File: src/rtl/jk_pkg.sv
// Shared types and constants for the jump sequencer and its tick source.
package jk_pkg;

  typedef enum logic [2:0] {
    IDLE     = 3'd0,
    CHARGE   = 3'd1,
    LAUNCH   = 3'd2,
    AIRBORNE = 3'd3,
    COOLDOWN = 3'd4
  } jump_state_t;

  localparam int CHARGE_W = 5;
  localparam int VEL_W    = 8;

  localparam logic [1:0] WALK_NONE  = 2'b00;
  localparam logic [1:0] WALK_RIGHT = 2'b01;
  localparam logic [1:0] WALK_LEFT  = 2'b10;

  // Opposing direction keys cancel out.
  function automatic logic [1:0] walk_decode(input logic left, input logic right);
    logic [1:0] dir;
    if (right && !left) begin
      dir = WALK_RIGHT;
    end else if (left && !right) begin
      dir = WALK_LEFT;
    end else begin
      dir = WALK_NONE;
    end
    return dir;
  endfunction

endpackage

File: src/rtl/ms_tick_gen.sv
// Free-running millisecond tick: one-cycle registered pulse each time the
// cycle counter wraps; cleared only by reset.
module ms_tick_gen #(
  parameter int CLOCKS_PER_MS = 1_000_000
) (
  input  logic clk,
  input  logic rst_n,
  output logic tick
);

  localparam int CNT_W = (CLOCKS_PER_MS > 1) ? $clog2(CLOCKS_PER_MS) : 1;
  localparam logic [CNT_W-1:0] CNT_LAST = CNT_W'(CLOCKS_PER_MS - 1);
  localparam logic [CNT_W-1:0] CNT_ONE  = CNT_W'(1);

  logic [CNT_W-1:0] cnt_r;
  logic             tick_r;

  // Cycle counter with registered wrap pulse.
  always_ff @(posedge clk or negedge rst_n) begin
    if (!rst_n) begin
      cnt_r  <= '0;
      tick_r <= 1'b0;
    end else begin
      tick_r <= (cnt_r == CNT_LAST);
      if (cnt_r == CNT_LAST) begin
        cnt_r <= '0;
      end else begin
        cnt_r <= cnt_r + CNT_ONE;
      end
    end
  end

  assign tick = tick_r;

endmodule

File: src/rtl/jump_charge_ctl.sv
// Charged-jump sequencer: turns space/left/right levels into a held launch
// request with latched velocities, and gates walking outside IDLE.
module jump_charge_ctl
  import jk_pkg::*;
#(
  parameter int CLOCKS_PER_MS  = 1_000_000,
  parameter int CHARGE_STEP_MS = 20,
  parameter int CHARGE_MAX     = 31,
  parameter int VY_MIN         = 4,
  parameter int VX_JUMP        = 3,
  parameter int COOLDOWN_MS    = 50
) (
  input  logic                clk,
  input  logic                rst,
  input  logic                key_space,
  input  logic                key_left,
  input  logic                key_right,
  input  logic                on_ground,
  input  logic                jump_ack,
  output logic                jump_req,
  output logic [VEL_W-1:0]    jump_vy,
  output logic [VEL_W-1:0]    jump_vx,
  output logic [1:0]          walk_dir,
  output logic [CHARGE_W-1:0] charge_lvl
);

  localparam int CNT_MAX = (CHARGE_STEP_MS > COOLDOWN_MS) ? CHARGE_STEP_MS : COOLDOWN_MS;
  localparam int CNT_W   = (CNT_MAX > 1) ? $clog2(CNT_MAX) : 1;

  localparam logic [CNT_W-1:0]    STEP_LAST = CNT_W'(CHARGE_STEP_MS - 1);
  localparam logic [CNT_W-1:0]    COOL_LAST = CNT_W'(COOLDOWN_MS - 1);
  localparam logic [CNT_W-1:0]    CNT_ONE   = CNT_W'(1);
  localparam logic [CHARGE_W-1:0] CHG_MAX   = CHARGE_W'(CHARGE_MAX);
  localparam logic [CHARGE_W-1:0] CHG_ONE   = CHARGE_W'(1);
  localparam logic [VEL_W-1:0]    VY_BASE   = VEL_W'(VY_MIN);
  localparam logic [VEL_W-1:0]    VX_POS    = VEL_W'(VX_JUMP);
  localparam logic [VEL_W-1:0]    VX_NEG    = VEL_W'(0) - VX_POS;

  jump_state_t         state_r;
  logic [CNT_W-1:0]    cnt_r;
  logic [CHARGE_W-1:0] charge_r;
  logic                need_release_r;
  logic                ground_q_r;
  logic                jump_req_r;
  logic [VEL_W-1:0]    vx_r;
  logic [VEL_W-1:0]    vy_r;
  logic [1:0]          walk_r;

  logic                tick_s;
  logic [1:0]          walk_keys_s;
  logic [VEL_W-1:0]    launch_vx_s;
  logic                rise_s;

  ms_tick_gen #(
    .CLOCKS_PER_MS(CLOCKS_PER_MS)
  ) u_tick (
    .clk  (clk),
    .rst_n(rst),
    .tick (tick_s)
  );

  assign walk_keys_s = walk_decode(key_left, key_right);
  assign rise_s      = on_ground && !ground_q_r;

  // Horizontal launch speed from the keys seen in the launch decision cycle.
  always_comb begin
    launch_vx_s = '0;
    case (walk_keys_s)
      WALK_RIGHT: launch_vx_s = VX_POS;
      WALK_LEFT:  launch_vx_s = VX_NEG;
      default:    launch_vx_s = '0;
    endcase
  end

  // State, shared step/cooldown counter and all registered outputs.
  always_ff @(posedge clk or negedge rst) begin
    if (!rst) begin
      state_r        <= IDLE;
      cnt_r          <= '0;
      charge_r       <= '0;
      need_release_r <= 1'b1;
      ground_q_r     <= 1'b0;
      jump_req_r     <= 1'b0;
      vx_r           <= '0;
      vy_r           <= '0;
      walk_r         <= WALK_NONE;
    end else begin
      ground_q_r <= on_ground;
      walk_r     <= WALK_NONE;
      // A held space key must be let go before the next charge can start.
      if (state_r == LAUNCH && jump_ack) begin
        need_release_r <= 1'b1;
      end else if (!key_space) begin
        need_release_r <= 1'b0;
      end
      case (state_r)
        IDLE: begin
          if (!on_ground) begin
            state_r <= AIRBORNE;
          end else if (key_space && !need_release_r) begin
            state_r  <= CHARGE;
            charge_r <= '0;
            cnt_r    <= '0;
          end else begin
            walk_r <= walk_keys_s;
          end
        end
        CHARGE: begin
          if (!on_ground) begin
            state_r  <= AIRBORNE;
            charge_r <= '0;
            cnt_r    <= '0;
          end else if (!key_space || charge_r == CHG_MAX) begin
            state_r    <= LAUNCH;
            jump_req_r <= 1'b1;
            vy_r       <= VY_BASE + VEL_W'(charge_r);
            vx_r       <= launch_vx_s;
          end else if (tick_s) begin
            if (cnt_r == STEP_LAST) begin
              cnt_r <= '0;
              if (charge_r != CHG_MAX) begin
                charge_r <= charge_r + CHG_ONE;
              end
            end else begin
              cnt_r <= cnt_r + CNT_ONE;
            end
          end
        end
        LAUNCH: begin
          if (jump_ack) begin
            state_r    <= AIRBORNE;
            jump_req_r <= 1'b0;
            vx_r       <= '0;
            vy_r       <= '0;
            charge_r   <= '0;
          end
        end
        AIRBORNE: begin
          if (rise_s) begin
            state_r <= COOLDOWN;
            cnt_r   <= '0;
          end
        end
        COOLDOWN: begin
          if (!on_ground) begin
            state_r <= AIRBORNE;
          end else if (tick_s) begin
            if (cnt_r == COOL_LAST) begin
              state_r <= IDLE;
              cnt_r   <= '0;
              walk_r  <= walk_keys_s;
            end else begin
              cnt_r <= cnt_r + CNT_ONE;
            end
          end
        end
        default: begin
          state_r    <= IDLE;
          cnt_r      <= '0;
          charge_r   <= '0;
          jump_req_r <= 1'b0;
          vx_r       <= '0;
          vy_r       <= '0;
        end
      endcase
    end
  end

  assign jump_req   = jump_req_r;
  assign jump_vy    = vy_r;
  assign jump_vx    = vx_r;
  assign walk_dir   = walk_r;
  assign charge_lvl = charge_r;

endmodule

File: config.mk
export PLATFORM = sky130hd
export DESIGN_NAME = jump_charge_ctl
export DESIGN_NICKNAME = d
export VERILOG_FILES = /design/src/rtl/jk_pkg.sv /design/src/rtl/ms_tick_gen.sv /design/src/rtl/jump_charge_ctl.sv
export SDC_FILE = /design/constraint.sdc
export NUM_CORES = 1
export LEC_CHECK = 0
export BUFFER_PORTS_ARGS = -buffer_cell sky130_fd_sc_hd__buf_2
export CAP_MARGIN = 30
export CORE_MARGIN = 5
export CORE_UTILIZATION = 55
export DETAILED_ROUTE_END_ITERATION = 8
export HOLD_SLACK_MARGIN = 0.06
export PLACE_DENSITY = 0.75
export RECOVER_POWER = 100
export SLEW_MARGIN = 10
export SYNTH_ARGS = -nofsm -noshare
export SYNTH_HDL_FRONTEND = slang
export SYNTH_SLANG_ARGS = --single-unit
File: constraint.sdc
create_clock -name clk -period 2.4 [get_ports clk]
set_input_delay 0.36 -clock clk [delete_from_list [all_inputs] [get_ports clk]]
set_output_delay 0.36 -clock clk [all_outputs]
set_load 0.005 [all_outputs]
==> results.yml <==
run_status:
  status: "finished clean"
synth:
  synth_ff_type: "dfrtp_1"
  syn_area_per_cell_um2: 10.20
  synth.top_cell.area_share_pct: 45.82
  ys_seq_area_share_pct: 46.83
  syn_inst: 257
  yosysTopAreaCell: "dfrtp_1"
  syn-cell-area_um2: 2621
  ys_seq_elements: 49
  synth_area_leaders: "dfrtp_1 (46%), ha_1 (3.8%), nand2_1 (3.4%)"
  synth_edf_count: 0
  yosysWarnings: 0
  synth_cell_type_count: 52
  synthArstFlopShare_pct: 100.0
pwr:
  pwr-share-comb_pct: 26.7
  p_sw_w: 0.0007398
  internal_power_w: 0.001488
  power_density_nw_per_um2: 782.4
  pwr-share-clk_pct: 27.7
  p_leak_nw: 1.323
  seq_power_share_pct: 45.7
  power.share.switching_pct: 33.20
  peakVddDrop_v: 0.0004818
setup_path:
  cp_max_fo: 5
  path_buf_inv: 0
  cpMostUsedCell: "ha_1"
  cp.arrival_ns: 2.29
  critPathKind: "reg2reg"
  cp_cell_sequence: "ha_1, and2_0, ha_1, nand2b_1, nor4_4, and4_1, o22ai_1, o2bb2ai_1"
  worst_setup_path_end_kind: "flip-flop"
  cpMaxStageDelayCell: "dfrtp_1"
  critPathTopFamily: "simple AND/OR/NAND/NOR gates"
  slowest_delay_ns: 0.44
  cp.required_ns: 2.59
  startpoint_type: "flip-flop"
die:
  core_area_um2: 4661
  initial_core_util_pct: 56.24
  die_area_um2: 6247
  die_w_um: 79.04
  io_pins: 31
  die_h_um: 79.04
  rows: 25
clocking:
  post_cts_buffers: 0
  cts_tree: "yes"
  path_clk_slew_ns: 0.09
  clock-sinks: 49
  cts_root_buf: "clkbuf_8"
  clockBufferDepth: 2
  cts.hold.buffers_added: 0
  post_cts_resized: 0
  htree_levels: 2
  cts_buffers: 5
  insertion_delay_ns: 0.30
sta:
  rsz0062_at_grt: "no"
  min_period_ns: 2.095
  setup_viol: 0
  maxClockFrequency_mhz: 477.3
  clock_skew_ns: 0.005874
  relSlewSlack_pct: 20.90
  finalHoldViolCount: 0
  fin_crit_sh_pct: 87.30
  worst_slew_pin_slew_ns: 1.186
  slew_violations: 0
  setup-tns-final_ns: 0
final_layout:
  fillCellCount: 411
  fin_nets: 299
  layout-drive-gt1-share_pct: 15.44
  final_common_cell: "dfrtp_1"
  area_growth_pct: 8.640
  fin_cells: 339
  layout_common_cells: "dfrtp_1 (48), nand2_1 (24), buf_2 (21)"
  diodes: 0
route:
  drtIter0Drc: 164
  via_count: 1887
  remaining_drc_errors: 0
  drt_wl_total_um: 4768
  vias_per_cell: 5.566
  ant_nets: 0
  detail_route.wl_per_cell_um: 14.06
  first_pass_iters: 4
grt:
  antenna_found_initial: 0
  grt_pass1_wl_um: 8128
  track_usage_pct: 16.29
  grt_max_degree: 50
  grt_pass1_vias: 1792
  globalRouteOverflowTotal: 0
flow_run:
  drv_cap: 0
place:
  dp_hpwl_um: 3482
  gp_congestion: 0.8127
  dp_cells: 331
  numPortBuffers: 28
hold_path:
  worstHoldPathType: "in2reg"
==> cells in the mapped netlist, types with 2 or more instances <==
| master | count |
|---|---|
| nand2_1 | 24 |
| nor3_2 | 4 |
| nor2_1 | 17 |
| ha_1 | 8 |
| nand3_1 | 14 |
| a22o_1 | 5 |
| nand2b_1 | 7 |
| a21o_1 | 3 |
| nand2b_4 | 2 |
| nand4_1 | 6 |
| and4_1 | 2 |
| o22ai_1 | 7 |
| and2_1 | 5 |
| nor3_1 | 3 |
| o2bb2ai_1 | 4 |
| and2b_1 | 2 |
| mux2i_1 | 2 |
| o21ai_1 | 5 |
| buf_2 | 3 |
| buf_4 | 7 |
| dfrtp_1 | 48 |
| inv_1 | 13 |
| nor4b_1 | 2 |
| nor2b_1 | 3 |
| xnor2_1 | 8 |
| nand2_2 | 2 |
| and3_1 | 3 |
| a21oi_1 | 7 |
| o21ai_0 | 9 |
| xor2_1 | 9 |
| nand3b_1 | 2 |
==> state kept, by name, summed over array words and instances (netlist names) <==
name	flops
walk_dir	2
need_release_r	1
u_tick.cnt_r	20
ground_q_r	1
jump_vx	3
u_tick.tick	1
jump_req	1
state_r	3
cnt_r	6
charge_lvl	5
jump_vy	6
==> worst paths after layout <==
kind                                                  from                    endpoint  slack, ns  depth (start not counted)
worst max-delay path             charge_lvl[0]$_DFFE_PN0P_   charge_lvl[3]$_DFFE_PN0P_       0.30                          8
worst min-delay path                             on_ground        ground_q_r$_DFF_PN0_       0.32                          1
worst max register to register   charge_lvl[0]$_DFFE_PN0P_   charge_lvl[3]$_DFFE_PN0P_       0.30                          8
worst min register to register  u_tick.cnt_r[18]$_DFF_PN0_  u_tick.cnt_r[18]$_DFF_PN0_       0.48                          1
max in group asynchronous                              rst       u_tick.tick$_DFF_PN0_       1.32                          2
min in group asynchronous                              rst      state_r[1]$_DFFE_PN0P_       0.37                          2
==> worst register-to-register path, stage by stage (launching register included) <==
cell	delay, ns
dfrtp_1	0.44
ha_1	0.25
and2_0	0.16
ha_1	0.21
nand2b_1	0.19
nor4_4	0.26
and4_1	0.27
o22ai_1	0.08
o2bb2ai_1	0.14
==> routing by layer <==
metal	wire, um	GRT usage, %	vias up
met5	0	0	-
met4	53	5.155	0
met3	228	3.968	6
met2	2254	27.53	39
met1	2232	20.56	899
li1	-	-	943
==> layout make-up <==
type / count / area [um2] / share of cell area [%]
multi-input combinational: 185 / 1244 / 43.67
tap: 54 / 67.56 / 2.373
timing repair buffer: 30 / 140.1 / 4.921
clock buffer: 6 / 82.58 / 2.900
inverter: 13 / 48.80 / 1.714
sequential: 49 / 1227 / 43.10
clock inverter: 2 / 37.54 / 1.318
==> stage by stage <==
step / util, % / total power [W] / setup WS (ns) / cell area, um2 / hold WS (ns)
detailed placement: 59.41 / 0.001640 / 0.3027 / 2769 / 0.4670
global route: 61.10 / 0.002353 / 0.1081 / 2848 / 0.3511
finish: 61.10 / 0.002228 / 0.3048 / 2848 / 0.3188
global placement: 59.41 / 0.001629 / 0.2963 / 2769 / 0.4612
floorplan: - / 0.001511 / 0.4940 / 2625 / 0.06441
CTS: 61.99 / 0.002252 / 0.2768 / 2889 / 0.1691
==> cell families after synthesis <==
family / count (synthesis) / synth area share [%]
AND/OR/NAND/NOR: 106 / 23.72
AO/OA/AOI/OAI: 49 / 13.75
flip-flops: 49 / 46.83
XOR/XNOR: 17 / 5.680
multiplexers: 3 / 1.193
other: 1 / 0.1431
buffers and inverters: 24 / 4.869
adder cells (fa/ha/maj): 8 / 3.819
==> power groups by stage <==
stage | clock, W | combinational, W | sequential (W)
finish | 0.000616 | 0.000594 | 0.00102
global route | 0.000659 | 0.000661 | 0.00103
CTS | 0.000623 | 0.000611 | 0.00102
detailed placement | 0 | 0.000608 | 0.00103
global placement | 0 | 0.000596 | 0.00103
floorplan | 0 | 0.000544 | 0.000967
Note: power is estimated with default switching activity, not from simulation.
